$ cat config.mk
export PLATFORM = sky130hd
export DESIGN_NAME = axi_mem_arbiter
export DESIGN_NICKNAME = d
export VERILOG_FILES = /design/src/rtl/axi_mem_arbiter.sv
export SDC_FILE = /design/constraint.sdc
export NUM_CORES = 1
export LEC_CHECK = 0
export BUFFER_PORTS_ARGS = -buffer_cell sky130_fd_sc_hd__buf_4
export CAP_MARGIN = 20
export CORE_AREA = 3 3 149 151
export CTS_BUF_LIST = sky130_fd_sc_hd__clkbuf_4
export CTS_CLUSTER_DIAMETER = 40
export DETAILED_ROUTE_END_ITERATION = 8
export DIE_AREA = 0 0 152 154
export GPL_TIMING_DRIVEN = 0
export HOLD_SLACK_MARGIN = 0.08
export SLEW_MARGIN = 30
export SYNTH_ARGS = -nofsm -noshare
export SYNTH_HDL_FRONTEND = slang
export SYNTH_SLANG_ARGS = --single-unit
$ cat constraint.sdc
create_clock -name clk -period 4.25 [get_ports clk]
set_input_delay 0.2125 -clock clk [delete_from_list [all_inputs] [get_ports clk]]
set_output_delay 0.2125 -clock clk [all_outputs]
set_load 0.05 [all_outputs]
$ cat src/rtl/axi_mem_arbiter.sv
// Arbitrates an instruction-fetch read port and a data read/write port onto one
// single-ported AXI-Lite memory, serving exactly one transaction at a time.
module axi_mem_arbiter #(
  parameter bit RR_ENA = 1'b1
) (
  input  logic        clk,
  input  logic        reset,
  input  logic [31:0] m0_axi_araddr,
  input  logic [2:0]  m0_axi_arprot,
  input  logic        m0_axi_arvalid,
  output logic        m0_axi_arready,
  output logic [31:0] m0_axi_rdata,
  output logic [1:0]  m0_axi_rresp,
  output logic        m0_axi_rvalid,
  input  logic        m0_axi_rready,
  input  logic [31:0] m1_axi_araddr,
  input  logic [2:0]  m1_axi_arprot,
  input  logic        m1_axi_arvalid,
  output logic        m1_axi_arready,
  output logic [31:0] m1_axi_rdata,
  output logic [1:0]  m1_axi_rresp,
  output logic        m1_axi_rvalid,
  input  logic        m1_axi_rready,
  input  logic [31:0] m1_axi_awaddr,
  input  logic [2:0]  m1_axi_awprot,
  input  logic        m1_axi_awvalid,
  output logic        m1_axi_awready,
  input  logic [31:0] m1_axi_wdata,
  input  logic [3:0]  m1_axi_wstrb,
  input  logic        m1_axi_wvalid,
  output logic        m1_axi_wready,
  output logic [1:0]  m1_axi_bresp,
  output logic        m1_axi_bvalid,
  input  logic        m1_axi_bready,
  output logic [31:0] s_axi_awaddr,
  output logic [2:0]  s_axi_awprot,
  output logic        s_axi_awvalid,
  input  logic        s_axi_awready,
  output logic [31:0] s_axi_wdata,
  output logic [3:0]  s_axi_wstrb,
  output logic        s_axi_wvalid,
  input  logic        s_axi_wready,
  input  logic [1:0]  s_axi_bresp,
  input  logic        s_axi_bvalid,
  output logic        s_axi_bready,
  output logic [31:0] s_axi_araddr,
  output logic [2:0]  s_axi_arprot,
  output logic        s_axi_arvalid,
  input  logic        s_axi_arready,
  input  logic [31:0] s_axi_rdata,
  input  logic [1:0]  s_axi_rresp,
  input  logic        s_axi_rvalid,
  output logic        s_axi_rready,
  output logic [1:0]  grant
);

  typedef enum logic [2:0] {IDLE, RD_ADDR, RD_DATA, WR_REQ, WR_RESP} state_t;

  state_t     state_q, state_d;
  logic [1:0] grant_q, grant_d;
  logic [1:0] ptr_q, ptr_d;
  logic       aw_done_q, aw_done_d;
  logic       w_done_q, w_done_d;

  logic [2:0] req;
  logic [2:0] sum;
  logic [1:0] idx;
  logic [1:0] winner;
  logic       rd_m0;
  logic       ar_hs, r_hs, aw_hs, w_hs, b_hs;

  // Requester index 0 = m0 read, 1 = m1 read, 2 = m1 write; grant code is index + 1.
  assign req = {m1_axi_awvalid & m1_axi_wvalid, m1_axi_arvalid, m0_axi_arvalid};

  always_comb begin
    winner = 2'd0;
    sum    = 3'd0;
    idx    = 2'd0;
    for (int k = 0; k < 3; k++) begin
      sum = RR_ENA ? ({1'b0, ptr_q} + 3'(k)) : 3'(k);
      idx = (sum >= 3'd3) ? 2'(sum - 3'd3) : sum[1:0];
      if (winner == 2'd0 && req[idx]) winner = idx + 2'd1;
    end
  end

  assign rd_m0 = (grant_q == 2'd1);
  assign ar_hs = (state_q == RD_ADDR) && s_axi_arready;
  assign r_hs  = (state_q == RD_DATA) && s_axi_rvalid && s_axi_rready;
  assign aw_hs = s_axi_awvalid && s_axi_awready;
  assign w_hs  = s_axi_wvalid && s_axi_wready;
  assign b_hs  = (state_q == WR_RESP) && s_axi_bvalid && m1_axi_bready;

  always_comb begin
    state_d   = state_q;
    grant_d   = grant_q;
    ptr_d     = ptr_q;
    aw_done_d = aw_done_q;
    w_done_d  = w_done_q;
    unique case (state_q)
      IDLE: begin
        if (winner != 2'd0) begin
          grant_d = winner;
          state_d = (winner == 2'd3) ? WR_REQ : RD_ADDR;
        end
      end
      RD_ADDR: if (ar_hs) state_d = RD_DATA;
      RD_DATA: begin
        // The requester after a completed read is the one with the next grant code.
        if (r_hs) begin
          state_d = IDLE;
          grant_d = 2'd0;
          ptr_d   = grant_q;
        end
      end
      WR_REQ: begin
        aw_done_d = aw_done_q | aw_hs;
        w_done_d  = w_done_q | w_hs;
        if (aw_done_d && w_done_d) begin
          state_d   = WR_RESP;
          aw_done_d = 1'b0;
          w_done_d  = 1'b0;
        end
      end
      WR_RESP: begin
        if (b_hs) begin
          state_d = IDLE;
          grant_d = 2'd0;
          ptr_d   = 2'd0;
        end
      end
      default: state_d = IDLE;
    endcase
  end

  always_ff @(posedge clk) begin
    if (!reset) begin
      state_q   <= IDLE;
      grant_q   <= 2'd0;
      ptr_q     <= 2'd0;
      aw_done_q <= 1'b0;
      w_done_q  <= 1'b0;
    end else begin
      state_q   <= state_d;
      grant_q   <= grant_d;
      ptr_q     <= ptr_d;
      aw_done_q <= aw_done_d;
      w_done_q  <= w_done_d;
    end
  end

  assign grant = grant_q;

  assign s_axi_arvalid  = (state_q == RD_ADDR);
  assign s_axi_araddr   = rd_m0 ? m0_axi_araddr : m1_axi_araddr;
  assign s_axi_arprot   = rd_m0 ? m0_axi_arprot : m1_axi_arprot;
  assign m0_axi_arready = s_axi_arvalid && rd_m0 && s_axi_arready;
  assign m1_axi_arready = s_axi_arvalid && (grant_q == 2'd2) && s_axi_arready;

  assign s_axi_rready  = (state_q == RD_DATA) && (rd_m0 ? m0_axi_rready : m1_axi_rready);
  assign m0_axi_rvalid = (state_q == RD_DATA) && rd_m0 && s_axi_rvalid;
  assign m1_axi_rvalid = (state_q == RD_DATA) && (grant_q == 2'd2) && s_axi_rvalid;
  assign m0_axi_rdata  = s_axi_rdata;
  assign m0_axi_rresp  = s_axi_rresp;
  assign m1_axi_rdata  = s_axi_rdata;
  assign m1_axi_rresp  = s_axi_rresp;

  // AW and W are issued independently; each drops once its own handshake is done.
  assign s_axi_awvalid  = (state_q == WR_REQ) && !aw_done_q;
  assign s_axi_wvalid   = (state_q == WR_REQ) && !w_done_q;
  assign s_axi_awaddr   = m1_axi_awaddr;
  assign s_axi_awprot   = m1_axi_awprot;
  assign s_axi_wdata    = m1_axi_wdata;
  assign s_axi_wstrb    = m1_axi_wstrb;
  assign m1_axi_awready = s_axi_awvalid && s_axi_awready;
  assign m1_axi_wready  = s_axi_wvalid && s_axi_wready;

  assign s_axi_bready  = (state_q == WR_RESP) && m1_axi_bready;
  assign m1_axi_bvalid = (state_q == WR_RESP) && s_axi_bvalid;
  assign m1_axi_bresp  = s_axi_bresp;

endmodule

==> impl_metrics.tcl <==
set metrics [dict create \
    place.gp.congestion 0.829 \
    fin_ws_ns 1.86 \
    pwr_density_cell_nw_per_um2 386 \
    r2r_setup_slack_ns 2.03 \
    cts_buffers 3 \
    synth_top_area_share_pct 43.5 \
    ios 381 \
    cts_tree "built" \
    p_comb_share_pct 89.8 \
    wl_um 13100 \
    start_util_pct 11.6 \
    post_cts.repair.setup_buffers 0 \
    seq_area_um2 180 \
    cp_max_fo 10 \
    fillerInstances 2371 \
    hp-class "input port to register" \
    syn_area_per_cell_um2 8.02 \
    min_period_ns 2.39 \
    vias 2931 \
    p_int_uw 739 \
    r2r_end "state_q[1]" \
    area_delta_synth_final_pct 99.7 \
    ant_nets 0 \
    power.leakage_nw 2.55 \
    required_ns 4.04 \
    clock_path_buffers 2 \
    ir_drop_mv 0.150 \
    swShare_pct 60.6 \
    maxCapViolCount 0 \
    numPortBuffers 273 \
    drive_above_1_share_pct 81.4 \
    reg2reg_from "ptr_q[0]" \
    startpoint_type "register" \
    clockPowerShare_pct 3.6 \
    crit_start "grant[1]" \
    dp_slack_ns 2.05 \
    postCtsResizedCells 0 \
    ctsHoldBuffers 0 \
    drtIter0Drc 103 \
    grt_start_max_net_pins 11 \
    critPathArrivalTime_ns 2.18 \
    insertion_delay_ns 0.27 \
    synth_seq_cells 9 \
    finalHoldViolCount 0 \
    period_share_pct 56.3 \
    h-tree-depth 1 \
    worst_slew_pin_slew_ns 0.631 \
    fp.coreArea_um2 21000 \
    route.detailed.drc 0 \
    tns_ns 0 \
    fp-row-count 53 \
    grt_util_all_layers_pct 9.85 \
    seq_area_frac_synth_pct 7.41 \
    fmax_mhz 418 \
    hp-start "s_axi_wready" \
    synth_area_um2 2430 \
    worstSetupEndpointType "primary output" \
    final_util_pct 23.2 \
    rsz0062_at_grt "no" \
    clock-sinks 9 \
    antenna_found_initial 1 \
    whs_ns 0.200 \
    endpoint "s_axi_araddr[29]" \
    num-nets-final 776 \
    dp_hpwl_um 12000 \
    multi_input_area_um2 1130 \
    die_h_um 154 \
    reg2reg_depth 8 \
    syn_inst 303 \
    slew_headroom_pct 57.9 \
    path_clk_slew_ns 0.07 \
    die-area_um2 23400 \
    cts-root-buf "clkbuf_4" \
    finalSetupViolCount 0 \
    seqPwrFrac_pct 6.6 \
    postSynth.asyncResetShare_pct 0 \
    viasPerCell 3.42 \
    overflow 0 \
    grt_pass1_vias 2895 \
    switching_power_mw 1.14 \
    first_pass_iters 6 \
    critPathKind "register to primary output" \
    synth_edf_count 0 \
    synth_area_leaders "buf_4 44%, mux2_2 17%, dfxtp_1 7.4%, ha_1 2.1%, nor2_1 1.7%" \
    routedWlPerCell_um 15.3 \
    synth.largest_area_cell "buf_4" \
    die_w_um 152 \
    yosysUniqueCellTypes 53 \
    ys.warnings.count 0 \
    finClkSkew_ns 0.0105 \
    syn_nets 498 \
    grt_pass1_wl_um 18200 \
    ys.flop_type "dfxtp_1" \
    slew_violations 0 \
    outcome "finished, final reports clean" \
]
-- logic make-up after synthesis --
logic type | count (synthesis) | synth area share, %
buffers and inverters | 156 | 46.2
and+or+nand+nor | 56 | 13.3
muxes | 41 | 18.9
AOI/OAI and AO/OA | 37 | 12.0
DFF | 9 | 7.41
adders and majority gates | 4 | 2.06
-- per-stage QoR --
step	power, mW	instances	area [um2]
6_report	1.87	856	4850
5_1_grt	1.97	856	4850
4_1_cts	1.90	855	4850
3_5_place_dp	1.82	851	4820
3_3_place_gp	1.82	851	4820
2_1_floorplan	1.32	303	2430
-- sequential cells by signal, indices dropped and copies added (netlist names) --
name,flops
state_q,3
ptr_q,2
grant,2
aw_done_q,1
w_done_q,1
-- worst min-delay path by stage --
stage            endpoint  slack, ns  cells after the start
3_3_place_gp     w_done_q       0.48                      3
2_1_floorplan  state_q[2]       0.35                      2
3_5_place_dp     w_done_q       0.48                      3
6_report         w_done_q       0.20                      3
5_1_grt         aw_done_q       0.22                      3
4_1_cts         aw_done_q       0.19                      3
-- cell type report --
class	instances	area share, %
Sequential cell	9	3.71
Inverter	6	0.464
Clock buffer	3	0.464
Timing Repair Buffer	273	42.2
Tap cell	275	7.09
Clock inverter	1	0.103
Buffer	150	22.7
Multi-Input combinational cell	138	23.2
Antenna cell	1	0.0515
-- layer usage --
layer | part of all wire [%] | up-vias | GRT usage [%]
met5 | 0 | - | 0
met4 | 0.86 | 0 | 1.41
met3 | 9.3 | 6 | 3.55
met2 | 54 | 169 | 18.9
met1 | 35 | 1301 | 10.6
li1 | - | 1455 | -
-- cell usage after synthesis, types with 2 or more instances --
cell,number
buf_4,141
mux2_2,36
nor2_1,11
dfxtp_1,9
nand2_1,8
buf_2,7
o21ai_0,7
a21oi_1,6
inv_1,6
nand3_1,5
and2_1,4
and3_1,4
ha_1,4
mux2i_1,4
nand2b_1,4
nand4b_1,3
nor3_1,3
a211oi_1,2
a21o_2,2
a31oi_1,2
nand4_1,2
o2111ai_1,2
-- power groups by stage --
stage	Clock (mW)	Sequential, mW	Combinational [mW]
floorplan	0	0.146	1.17
global placement	0	0.125	1.70
detailed placement	0	0.125	1.70
CTS	0.0708	0.123	1.70
global route	0.0783	0.126	1.77
finish	0.0679	0.124	1.68
-- cell usage in the layout (no fill, tap or decap), types with 3 or more instances in the layout --
cell / instances
nor3_1: 3
nand2b_1: 4
inv_1: 6
a21oi_1: 6
nor2_1: 11
mux2i_1: 4
buf_4: 414
nand4b_1: 3
and2_1: 4
clkbuf_4: 3
ha_1: 4
mux2_2: 36
nand2_1: 8
o21ai_0: 7
dfxtp_1: 9
and3_1: 4
buf_2: 7
nand3_1: 5
-- critical path: stages (launching register included) --
cell,delay [ns]
dfxtp_1,0.38
and2b_1,0.34
buf_2,0.29
buf_2,0.33
mux2_2,0.39
buf_4,0.19
(Power assumes the default switching activity.)
